<file path="src/rtl/repeat_run_pkg.sv">
// Package: repeat_run_pkg
// Shared definitions for the repeat run tracker.
//  - state_e         : tracker FSM encoding (IDLE / ARMED / RUN), 2 bits
//  - DEF_MIN_CTR_VAL : counter value while armed with no repeats seen yet
//  - Record layout   : the record slot carries one packed word laid out as
//                      {id, addr, count}, most significant field first.
//                      REC_FIELDS names the number of fields in that word.
package repeat_run_pkg;

  typedef enum logic [1:0] {
    ST_IDLE  = 2'd0,
    ST_ARMED = 2'd1,
    ST_RUN   = 2'd2
  } state_e;

  localparam int DEF_MIN_CTR_VAL = 2;
  localparam int REC_FIELDS      = 3;

endpackage

</file>
<file path="src/rtl/repeat_rec_slot.sv">
// Module: repeat_rec_slot
// One-deep holding register for run records with a valid/ready output port
// and a sticky overflow flag.
// Ports:
//  clk       in   1       system clock
//  reset     in   1       synchronous, active-high reset
//  load      in   1       a new record is offered this cycle
//  load_data in   DATA_W  record offered with load
//  ready     in   1       downstream accepts the held record
//  valid     out  1       a record is held
//  data      out  DATA_W  held record, stable while valid & ~ready
//  overflow  out  1       sticky: an offered record was dropped
module repeat_rec_slot
  import repeat_run_pkg::*;
#(
  parameter int DATA_W = 8
) (
  input  logic              clk,
  input  logic              reset,
  input  logic              load,
  input  logic [DATA_W-1:0] load_data,
  input  logic              ready,
  output logic              valid,
  output logic [DATA_W-1:0] data,
  output logic              overflow
);

  logic              valid_reg;
  logic [DATA_W-1:0] data_reg;
  logic              overflow_reg;

  always_ff @(posedge clk) begin
    if (reset) begin
      valid_reg    <= 1'b0;
      data_reg     <= '0;
      overflow_reg <= 1'b0;
    end else if (load) begin
      // A stalled record keeps priority; the newcomer is lost and flagged.
      // If the held record leaves this same cycle, the new one replaces it.
      if (valid_reg && !ready) begin
        overflow_reg <= 1'b1;
      end else begin
        data_reg  <= load_data;
        valid_reg <= 1'b1;
      end
    end else if (valid_reg && ready) begin
      valid_reg <= 1'b0;
    end
  end

  assign valid    = valid_reg;
  assign data     = data_reg;
  assign overflow = overflow_reg;

endmodule

</file>
<file path="src/rtl/repeat_run_tracker.sv">
// Module: repeat_run_tracker
// Watches speculated-block hits (id + address) and detects runs of repeats:
// a hit repeats when it carries the reference id at reference address plus
// ADDR_STRIDE. Counts the run length and, when the run closes, emits a
// {id, addr, count} record over a valid/ready port.
// Ports:
//  clk            in   1       system clock
//  reset          in   1       synchronous, active-high reset
//  detect_mux     in   1       speculated-block hit this cycle
//  active_addr    in   ADDR_W  address of hit block
//  active_id      in   ID_W    id of hit block
//  flush          in   1       close any open run, return to IDLE
//  rec_ready      in   1       downstream accepts run record
//  last_spec_addr out  ADDR_W  held reference address
//  first_repeat   out  1       hit is first repeat of run (combinational)
//  subseq_repeat  out  1       hit is 2nd+ repeat of run (combinational)
//  repeat_spec    out  1       detect_mux & (first_repeat | subseq_repeat)
//  repeat_ctr     out  CTR_W   registered run counter
//  rec_valid      out  1       run record pending
//  rec_id         out  ID_W    record: block id
//  rec_addr       out  ADDR_W  record: reference address
//  rec_count      out  CTR_W   record: repeats in run
//  rec_overflow   out  1       sticky: a record was dropped
module repeat_run_tracker
  import repeat_run_pkg::*;
#(
  parameter int ADDR_W      = 16,
  parameter int ID_W        = 8,
  parameter int CTR_W       = 32,
  parameter int ADDR_STRIDE = 2,
  parameter int MIN_CTR_VAL = DEF_MIN_CTR_VAL
) (
  input  logic              clk,
  input  logic              reset,
  input  logic              detect_mux,
  input  logic [ADDR_W-1:0] active_addr,
  input  logic [ID_W-1:0]   active_id,
  input  logic              flush,
  input  logic              rec_ready,
  output logic [ADDR_W-1:0] last_spec_addr,
  output logic              first_repeat,
  output logic              subseq_repeat,
  output logic              repeat_spec,
  output logic [CTR_W-1:0]  repeat_ctr,
  output logic              rec_valid,
  output logic [ID_W-1:0]   rec_id,
  output logic [ADDR_W-1:0] rec_addr,
  output logic [CTR_W-1:0]  rec_count,
  output logic              rec_overflow
);

  localparam int               REC_W    = ID_W + ADDR_W + CTR_W;
  localparam logic [CTR_W-1:0] CTR_MIN  = CTR_W'(MIN_CTR_VAL);
  localparam logic [CTR_W-1:0] CTR_ONE  = CTR_W'(1);
  localparam logic [CTR_W-1:0] CTR_MAX  = '1;
  localparam logic [ADDR_W-1:0] STRIDE  = ADDR_W'(ADDR_STRIDE);

  state_e             state_reg, state_next;
  logic [ADDR_W-1:0]  last_addr_reg, last_addr_next;
  logic [ID_W-1:0]    last_id_reg, last_id_next;
  logic [CTR_W-1:0]   ctr_reg, ctr_next;
  logic               close_run;
  logic [ADDR_W-1:0]  stride_addr;
  logic               match;
  logic [REC_W-1:0]   rec_word;
  logic [REC_W-1:0]   rec_data;

  // Address compare is modulo 2**ADDR_W, so FFFE -> 0000 counts as a stride.
  assign stride_addr = last_addr_reg + STRIDE;
  assign match       = (stride_addr == active_addr) && (last_id_reg == active_id);

  assign first_repeat  = (state_reg == ST_ARMED) && match;
  assign subseq_repeat = (state_reg == ST_RUN) && match;
  assign repeat_spec   = detect_mux && (first_repeat || subseq_repeat);

  always_ff @(posedge clk) begin
    if (reset) begin
      state_reg     <= ST_IDLE;
      last_addr_reg <= '0;
      last_id_reg   <= '0;
      ctr_reg       <= CTR_MIN;
    end else begin
      state_reg     <= state_next;
      last_addr_reg <= last_addr_next;
      last_id_reg   <= last_id_next;
      ctr_reg       <= ctr_next;
    end
  end

  always_comb begin
    state_next     = state_reg;
    last_addr_next = last_addr_reg;
    last_id_next   = last_id_reg;
    ctr_next       = ctr_reg;
    close_run      = 1'b0;

    if (flush) begin
      // Flush wins over a simultaneous hit; the hit is not observed.
      close_run  = (state_reg == ST_RUN);
      state_next = ST_IDLE;
      ctr_next   = CTR_MIN;
    end else if (detect_mux) begin
      unique case (state_reg)
        ST_IDLE: begin
          last_addr_next = active_addr;
          last_id_next   = active_id;
          state_next     = ST_ARMED;
          ctr_next       = CTR_MIN;
        end
        ST_ARMED: begin
          // On a match the reference stays at the run's base address, so
          // every later repeat must hit the same base+stride address.
          if (match) begin
            state_next = ST_RUN;
            ctr_next   = CTR_MIN + CTR_ONE;
          end else begin
            last_addr_next = active_addr;
            last_id_next   = active_id;
            ctr_next       = CTR_MIN;
          end
        end
        ST_RUN: begin
          if (match) begin
            if (ctr_reg == CTR_MAX) begin
              // Saturated: report the run and re-arm on the same reference.
              close_run  = 1'b1;
              state_next = ST_ARMED;
              ctr_next   = CTR_MIN;
            end else begin
              ctr_next = ctr_reg + CTR_ONE;
            end
          end else begin
            close_run      = 1'b1;
            last_addr_next = active_addr;
            last_id_next   = active_id;
            state_next     = ST_ARMED;
            ctr_next       = CTR_MIN;
          end
        end
        default: begin
          state_next = ST_IDLE;
          ctr_next   = CTR_MIN;
        end
      endcase
    end
  end

  // The closing record describes the run that just ended, i.e. the
  // reference and count as they stand before this edge.
  assign rec_word = {last_id_reg, last_addr_reg, ctr_reg - CTR_MIN};

  repeat_rec_slot #(
    .DATA_W (REC_W)
  ) u_rec_slot (
    .clk       (clk),
    .reset     (reset),
    .load      (close_run),
    .load_data (rec_word),
    .ready     (rec_ready),
    .valid     (rec_valid),
    .data      (rec_data),
    .overflow  (rec_overflow)
  );

  assign {rec_id, rec_addr, rec_count} = rec_data;

  assign last_spec_addr = last_addr_reg;
  assign repeat_ctr     = ctr_reg;

endmodule

</file>
<file path="config.mk">
export PLATFORM = sky130hd
export DESIGN_NAME = repeat_run_tracker
export DESIGN_NICKNAME = d
export VERILOG_FILES = /design/src/rtl/repeat_run_pkg.sv /design/src/rtl/repeat_rec_slot.sv /design/src/rtl/repeat_run_tracker.sv
export SDC_FILE = /design/constraint.sdc
export NUM_CORES = 1
export LEC_CHECK = 0
export ABC_AREA = 1
export CAP_MARGIN = 30
export CORE_AREA = 2 2 125 127
export DETAILED_ROUTE_END_ITERATION = 7
export DIE_AREA = 0 0 127 129
export PLACE_DENSITY = 0.77
export SETUP_SLACK_MARGIN = 0.1
export SLEW_MARGIN = 30
export SYNTH_ARGS = -nofsm -noshare
export SYNTH_HDL_FRONTEND = slang
export SYNTH_SLANG_ARGS = --single-unit
</file>
<file path="constraint.sdc">
create_clock -name clk -period 2.2 [get_ports clk]
set_input_delay 0.44 -clock clk [delete_from_list [all_inputs] [get_ports clk]]
set_output_delay 0.44 -clock clk [all_outputs]
set_load 0.01 [all_outputs]
</file>
======== Word level (Yosys, flattened, before mapping) ========
Index checks and enable logic that the tools add are counted.
operators by class
  $add $sub $neg .......................... 3
  eq/ne operators ......................... 9
  multiplexer cells ....................... 20
  bitwise operators ....................... 2
  reductions and logical operators ........ 18
operator list
  kind                                                   count
  2-to-1 mux 32 bit                                      2
  one-hot mux 32 bit (2 select lines)                    1
  adder 32 x 1 -> 32 bit, second input constant          1
  == test 32 bit, second input constant                  1
  one-hot mux 16 bit (2 select lines)                    1
  subtractor 32 x 2 -> 32 bit, second input constant     1
  adder 16 x 2 -> 16 bit, second input constant          1
  == test 16 bit                                         1
  2-to-1 mux 16 bit                                      1
  one-hot mux 8 bit (2 select lines)                     1
  2-to-1 mux 1 bit                                       9
  == test 8 bit                                          1
  2-to-1 mux 8 bit                                       1
  logical AND 1 bit                                      6
  2-to-1 mux 2 bit                                       3
  inequality test 2 bit, second input constant           3
  one-hot mux 2 bit (3 select lines)                     1
  AND reduction 2 bit                                    3
  AND reduction 4 bit                                    1
  nonzero test 2 bit                                     2
  OR reduction 2 bit                                     2
  inequality test 3 x 2 -> 1 bit, second input constant  1
  AND reduction 3 bit                                    1
  == test 2 x 1 -> 1 bit, second input constant          1
  5 further kinds                                        6
storage, ports and cells
  register bits after elaboration ......... 116
  bits of input ports ..................... 29
  output and inout bits ................... 109
  word-level logic and storage cells ...... 59

======== Depth between registers and ports, before layout ========
Gate-level depths: netlist of run 1.
  depth in word-level cells ............... 9
  gate-level depth with buffers ........... 18
  gate-level depth less buffers ........... 17

======== Cells and area by module ========
Synthesis of run 1 repeated with hierarchy kept, for this count alone.
second synthesis, totals
  cell total of the unflattened synthesis .. 1,182
  area total of the unflattened synthesis .. 7,514.7 sq um
modules (own cells, without submodules)
  module              instances  cells each  area each (sq um)  sequential area each (sq um)
  repeat_run_tracker  1          805         4,923.5            1,161.1
  repeat_rec_slot     1          377         2,591.2            1,161.1

======== Worst setup path before layout of run 1 ========
OpenSTA, ideal clock, no wires.
  path type ............................... register to output
  start ................................... reg last_addr_reg[2], in the netlist last_spec_addr[2]
  end ..................................... out repeat_spec
  arrival ................................. 1.891 ns
  required time ........................... 1.760 ns
  path slack .............................. -0.131 ns
  stages on the path, launching flop included .. 14
  buffers on the path ..................... 0
  path through ............................ dfxtp_1 > ha_1 > nand2_1 > nor2_4 > nand2_1 > o21bai_1 > nand2_1 > inv_1 > nand4_1 > nor2_1 > nand3_1 > nor2_1 > nor2_1 > nor2_1
between the ends
  cells in the longest elaborated chain, start to end .. 6
  elaborated cells between the ends (all ways) .. 7
  those cells by class .................... add/sub: 1; eq/ne: 1; reduce/logical: 5
RTL lines
  element                 RTL line                  RTL
  start, declared         repeat_run_tracker.sv:59  logic [ADDR_W-1:0] last_addr_reg, last_addr_next;
  start signal, assigned  repeat_run_tracker.sv:84  last_addr_reg <= last_addr_next;
  adder 16 x 2 -> 16 bit  repeat_run_tracker.sv:69  assign stride_addr = last_addr_reg + STRIDE;
  == test 16 bit          repeat_run_tracker.sv:70  assign match = (stride_addr == active_addr) && (last_id_reg == active_id);
  logical AND 1 bit       repeat_run_tracker.sv:70
  logical AND 1 bit       repeat_run_tracker.sv:72  assign first_repeat = (state_reg == ST_ARMED) && match;
  named net first_repeat  repeat_run_tracker.sv:41  output logic first_repeat,
  logical OR 1 bit        repeat_run_tracker.sv:74  assign repeat_spec = detect_mux && (first_repeat || subseq_repeat);
  logical AND 1 bit       repeat_run_tracker.sv:74
  end, declared           repeat_run_tracker.sv:43  output logic repeat_spec,
The timed path passes the listed nets, and every way through them passes these cells.

======== Final worst setup path of run 1 ========
  start ................................... reg last_addr_reg[1], in the netlist last_spec_addr[1]
  end ..................................... reg u_rec_slot.data_reg[36], in the netlist u_rec_slot.data[36]
between the ends
  cells in the longest elaborated chain, start to end .. 8
RTL lines
  element                        RTL line                   RTL
  adder 16 x 2 -> 16 bit         repeat_run_tracker.sv:69
  == test 16 bit                 repeat_run_tracker.sv:70
  logical AND 1 bit              repeat_run_tracker.sv:70
  2-to-1 mux 1 bit               repeat_run_tracker.sv:123  if (match) begin
  2-to-1 mux 1 bit               repeat_run_tracker.sv:103  unique case (state_reg)
  2-to-1 mux 1 bit               repeat_run_tracker.sv:102  end else if (detect_mux) begin
  2-to-1 mux 1 bit               repeat_run_tracker.sv:97   if (flush) begin
  AND reduction 2 bit (no line)  --
  end signal, assigned           repeat_rec_slot.sv:43      data_reg <= load_data;
  end, declared                  repeat_rec_slot.sv:29      logic [DATA_W-1:0] data_reg;
No other way between the ends.
A chain may end at the register's enable or synchronous reset.

==> key figures, run 1 <==
Synth
  • Mean Syn Cell Area: 6.29 sq um
  • Register area share after synthesis: 32.8%
  • Synthesized flop and latch total: 116
  • Synth Warn #: 0
  • Syn Std Cell Area: 7070 sq um
  • Syn_nets: 1163
  • Count of cell types in the netlist: 37
  • Cells after Synth: 1125

Route
  • Detail Route Antenna Nets: 0
  • Vias: 8204
  • Via/cell ratio: 5.15
  • Drt initial violations: 801
  • DRT Wirelength: 25.2 mm
  • DR WL/cell: 15.8 um
  • DR DRC count: 0
  • TritonRoute pass-1 iters: 5

Floorplanning
  • Starting Density: 47.2%
  • # rows: 45
  • Die span in x: 127 um
  • I/O pin count: 138
  • Core area: 15000 sq um
  • Die area: 16400 sq um
  • Die H: 129 um

Min path
  • HP Start: u_rec_slot.overflow$_SDFFE_PP0P_
  • Hold depth: 2
  • Hold Crit Class: reg -> reg
  • Hold Path Sink: u_rec_slot.overflow$_SDFFE_PP0P_

Run
  • Max cap viols: 0

Place
  • HPWL Detailed: 15.9 mm
  • Routability congestion estimate: 0.951
  • I/O Buffers: 137
  • Post-Place Cells: 1525
  • Placed standard-cell area: 9630 sq um

Timing
  • Unrepaired setup endpoints after global routing: yes
  • Hold_ws: 0.476 ns
  • Max Slew Vio Count: 0
  • Slew margin rel.: 57.6%
  • F_max: 334 MHz
  • Worst setup margin: -0.795 ns
  • Clock skew: 0.00844 ns
  • Final period utilization: 136%
  • Hold Vio Cnt, Final: 0
  • Endpoints failing setup: 119
  • Setup TNS: -76.63 ns
  • Slew @ Worst Pin: 0.632 ns
  • Post-route minimum period: 2.99 ns

Run status
  • Failing checks: negative setup slack
  • Status: finished, violations left

Clock tree
  • Clock transition at path regs: 0.06 ns
  • CTS Buf Count: 17
  • CTS sink cnt: 116
  • Clock root buffer: clkbuf_16
  • H-tree level count: 4
  • Cts hold-fix bufs: 0
  • Worst skew pair latency: 0.43 ns
  • CTS tree: yes
  • Clock Path Buffers: 2

Setup path
  • Slowest-stage cell, CP: dfxtp_4
  • Top Family by Delay on Critical Path: simple AND/OR/NAND/NOR gates
  • Worst setup SP type: register
  • Worst EP required: 2.52 ns
  • Worst-path cell chain: ha_4 > nand2_4 > nor2_4 > nand2_2 > o21bai_1 > nand2_1 > buf_4 > buf_4 > buf_6 > nor2_2 > nand3_1 > nor2_4 > nand3_4 > nand2_4 > nand2_4 > nand3_4 > buf_12 > buf_12 > buf_16 > nand2_1 > nand2_1 > nor2_1
  • R2R cell count: 22
  • Crit path DAT: 3.31 ns
  • R2R Path Start: last_spec_addr[1]$_SDFFE_PP0P_
  • WP buf/inv: 6
  • Critical path fanouts, max: 7
  • CP endpoint kind: register
  • Max incr delay on CP: 0.37 ns
  • CP Class: reg -> reg
  • Reg2reg setup slack: -0.79 ns
  • RR Endpoint: u_rec_slot.data[36]$_SDFFE_PP0P_

Final layout
  • Finished Cell Area: 11000 sq um
  • Layout cells sized above 1: 21.5%
  • Commonest non-fill, non-tap cells in the layout: nand2_1 (256), nor2_1 (193), inv_1 (153), buf_4 (147), clkdlybuf4s50_1 (134)
  • Cell Count, Final, Fillers Out: 1593
  • Nets: 1430
  • Max reg flops: 56
  • Most common cell after layout, fill and taps aside: nand2_1
  • Fin util: 73.6%
  • Area delta synth->final: 55.9%
  • ANT cells: 0

GRT
  • Largest net degree at the start of global routing: 53
  • Number of global-route vias before repair: 7681
  • GRT Overall Usage: 30.6%
  • Aggregate global routing overflow: 0
  • First-pass GRT wire length: 39.3 mm
  • Initial antenna violation count: 0

Pwr
  • Pwr Density: 508 nW/um^2
  • Leakage power: 5.10 nW
  • Worst IR drop on VDD: 0.448 mV
[Yosys cell counts]
cell | n | area, sq um
o21a_1 | 10 | 75.1
nor2_2 | 6 | 37.5
o21ai_1 | 1 | 5.00
a31oi_1 | 1 | 6.26
dfxtp_1 | 116 | 2320
inv_1 | 155 | 582
nor2_1 | 210 | 788
nand4_1 | 44 | 275
nand3_1 | 44 | 220
nand2_4 | 1 | 11.3
a211oi_1 | 2 | 15.0
buf_1 | 5 | 18.8
nor4_1 | 3 | 18.8
nor2_4 | 3 | 33.8
a21oi_1 | 36 | 180
nor3_2 | 2 | 20.0
xnor2_1 | 15 | 131
nand3_2 | 2 | 20.0
buf_4 | 19 | 143
nand2_2 | 2 | 12.5
buf_2 | 18 | 90.1
inv_2 | 10 | 37.5
xor2_1 | 53 | 464
clkinv_1 | 1 | 3.75
or4_1 | 1 | 7.51
ha_1 | 9 | 113
nand3b_1 | 3 | 22.5
nor3b_1 | 1 | 7.51
o2111ai_1 | 1 | 8.76
o21ai_0 | 29 | 145
o211ai_1 | 1 | 7.51
clkbuf_2 | 1 | 5.00
o21bai_1 | 3 | 22.5
nor3_1 | 14 | 70.1
nand3_4 | 1 | 17.5
nand2_1 | 275 | 1030
clkbuf_1 | 27 | 101
[power by group]
part	leakage (nW)	total, mW	internal [mW]	switching [mW]
clock network	0.287	2.75	1.71	1.05
registers	0.944	2.17	2.13	0.0345
logic	3.87	0.683	0.333	0.350
[cell families after synthesis]
logic type	Yosys count	share of synthesized area, %
buf+inv	236	13.9
fa+ha+maj	9	1.59
compound gates	84	6.58
xor+xnor	68	8.42
simple gates	612	36.7
flops	116	32.8
[metal layers]
layer	wire length (um)	vias up	GRT usage (%)
met2	11700	420	50.5
met1	10600	3723	38.8
met4	913	0	13.8
met5	0	-	0
li1	-	3983	-
met3	2040	78	6.03
[how the worst max path moves through the flow]
stage,from,endpoint,slack (ns),depth (start not counted)
2_1_floorplan,last_spec_addr[6]$_SDFFE_PP0P_,repeat_spec,0.007,13
3_3_place_gp,active_addr[5],repeat_spec,-0.96,14
3_5_place_dp,active_id[1],repeat_spec,-0.97,13
4_1_cts,last_spec_addr[1]$_SDFFE_PP0P_,repeat_spec,-0.65,15
5_1_grt,last_spec_addr[1]$_SDFFE_PP0P_,u_rec_slot.data[36]$_SDFFE_PP0P_,-0.92,22
6_report,last_spec_addr[1]$_SDFFE_PP0P_,u_rec_slot.data[36]$_SDFFE_PP0P_,-0.79,22
[stage by stage]
stage	setup WS [ns]	power [mW]
after floorplan	0.00709	2.51
final	-0.795	5.60
after detailed placement	-0.970	2.78
after global routing	-0.922	5.75
after CTS	-0.655	5.57
after global placement	-0.960	2.78
[tightest hold or removal path, stage by stage, from the launching register on]
cell	delay [ns]
dfxtp_1	0.32
inv_1	0.05
a21oi_1	0.05
[layout make-up]
class	instances	area, sq um
clock buffers	21	492
clock inverters	11	97.6
fillers	1077	3950
inverters	166	628
multi-input cells	773	4050
flip-flops and latches	116	2340
well taps	188	235
repair buffers	318	3180
[what timing repair did]
action,in CTS,in global routing
resized for setup,75,9
pin swaps,38,11
setup buffers,31,7
endpoints found under the setup margin,119,119
cloned,10,0
No activity file was read; power rests on OpenSTA's default activity.
==> run 2: changes to the inputs <==
Settings changed: CORE_AREA 2 2 125 127 to 2 2 124 126, CTS_BUF_LIST set to sky130_fd_sc_hd__clkbuf_4 sky130_fd_sc_hd__clkbuf_8, DIE_AREA 0 0 127 129 to 0 0 126 128, PLACE_DENSITY 0.77 to 0.78.
==> key figures, run 2 (same netlist as run 1, synthesis figures left out) <==
Run status
  • Status: finished, violations left
  • Failing checks: design-rule violations, negative setup slack

GRT
  • Aggregate global routing overflow: 0
  • Initial antenna violation count: 0
  • Number of global-route vias before repair: 7513
  • Largest net degree at the start of global routing: 32
  • First-pass GRT wire length: 36.9 mm
  • GRT Overall Usage: 28.5%

Timing
  • Worst setup margin: -0.761 ns
  • Clock skew: 0.00859 ns
  • Post-route minimum period: 2.96 ns
  • F_max: 338 MHz
  • Final period utilization: 135%
  • Slew @ Worst Pin: 0.631 ns
  • Setup TNS: -43.96 ns
  • Endpoints failing setup: 115
  • Unrepaired setup endpoints after global routing: yes
  • Hold Vio Cnt, Final: 0
  • Slew margin rel.: 57.6%
  • Max Slew Vio Count: 0

Floorplanning
  • Die area: 16100 sq um
  • # rows: 45
  • I/O pin count: 138
  • Die H: 128 um
  • Starting Density: 47.6%
  • Die span in x: 126 um
  • Core area: 14900 sq um

Final layout
  • Most common cell after layout, fill and taps aside: nand2_1
  • Layout cells sized above 1: 21.5%
  • Commonest non-fill, non-tap cells in the layout: nand2_1 (261), nor2_1 (195), inv_1 (152), clkdlybuf4s50_1 (134), buf_4 (134)
  • Max reg flops: 56
  • ANT cells: 0
  • Area delta synth->final: 50.9%
  • Nets: 1416

Place
  • Place WS: -0.992 ns
  • HPWL Detailed: 16.0 mm
  • Routability congestion estimate: 0.931
  • I/O Buffers: 137

Setup path
  • Critical path fanouts, max: 3
  • CP Class: reg -> out
  • R2R cell count: 19
  • Crit path DAT: 2.52 ns
  • Worst EP required: 1.76 ns
  • CP endpoint kind: output pin
  • Worst setup SP type: register

Run
  • Max cap viols: 0

Clock tree
  • CTS tree: yes
  • Cts hold-fix bufs: 0
  • Clock Path Buffers: 2
  • H-tree level count: 4
  • Clock transition at path regs: 0.07 ns
  • Worst skew pair latency: 0.45 ns
  • Clock root buffer: clkbuf_8
  • CTS sink cnt: 116
  • CTS Buf Count: 17

Route
  • Drt initial violations: 577
  • DRT Wirelength: 23.6 mm
  • TritonRoute pass-1 iters: 8
  • DR DRC count: 2
  • DR WL/cell: 14.9 um
  • Vias: 7954
  • Detail Route Antenna Nets: 0
  • Via/cell ratio: 5.04

Min path
  • Hold depth: 2
  • Hold Crit Class: reg -> reg

Pwr
  • Leakage power: 4.91 nW
  • Worst IR drop on VDD: 0.352 mV
  • Pwr Density: 454 nW/um^2
==> run 2: cell types whose count changed in the layout (fill, tap and decap cells not counted), moves of 10 or more <==
| cell | delta |
|---|---|
| clkbuf_16 | -17 |
| o21ai_0 | -20 |
| o21ai_1 | +10 |
| o21ai_2 | +10 |
| clkbuf_8 | +18 |
| buf_4 | -13 |
==> run 2: timing repair <==
item                                   in CTS  in global routing
gates resized for setup                    86                 29
setup endpoints to repair                 119                121
pin swaps                                  18                  4
cloned                                      8                  1
setup buffers                              14                  3
endpoints found under the hold margin       0                  0
==> run 2: final timing paths <==
check	startpoint	slack, ns	end
max	last_spec_addr[1]$_SDFFE_PP0P_	-0.76	repeat_spec
min	u_rec_slot.overflow$_SDFFE_PP0P_	0.47	u_rec_slot.overflow$_SDFFE_PP0P_
min reg2reg	u_rec_slot.overflow$_SDFFE_PP0P_	0.47	u_rec_slot.overflow$_SDFFE_PP0P_
max reg2reg	last_spec_addr[1]$_SDFFE_PP0P_	-0.55	u_rec_slot.data[32]$_SDFFE_PP0P_
==> run 2: area by class of cell <==
cell class / instances / area, sq um
clock buffers: 25 / 319
clock inverters: 5 / 75.1
fillers: 1156 / 4190
inverters: 166 / 631
multi-input cells: 773 / 4060
flip-flops and latches: 116 / 2350
well taps: 188 / 235
repair buffers: 304 / 3000
==> run 2: worst max-delay path: stages, from the launching register on <==
cell and delay (ns):
dfxtp_4 0.36, ha_4 0.24, xnor2_1 0.20, nand3_1 0.12, a21oi_1 0.13, o2111ai_1 0.13
nor2_1 0.16, nand3_2 0.15, buf_6 0.16, nor2_4 0.09, buf_6 0.10, nor2_1 0.03
nor2_2 0.07, buf_2 0.13
==> run 2: layer usage <==
| layer | global-route usage [%] | share of wire, % |
|---|---|---|
| met5 | 0 | 0 |
| met1 | 38.2 | 43 |
| met2 | 45.6 | 47 |
| met3 | 4.88 | 6.9 |
| met4 | 12.2 | 3.1 |
==> run 2: stage by stage <==
stage	hold WS (ns)	instances	total power, mW	utilization, %	instance area [sq um]
2_1_floorplan	0.457	1125	2.51	-	7280
3_3_place_gp	0.439	1521	2.77	64.7	9620
3_5_place_dp	0.471	1521	2.77	64.7	9620
4_1_cts	0.481	1573	4.82	70.9	10500
5_1_grt	0.498	1577	5.01	71.8	10700
6_report	0.475	1577	4.84	71.8	10700
==> run 2: report_power, final <==
group / switching, mW / internal, mW / total, mW
combinational: 0.338 / 0.316 / 0.655
clock: 0.864 / 1.16 / 2.02
sequential: 0.0331 / 2.13 / 2.16
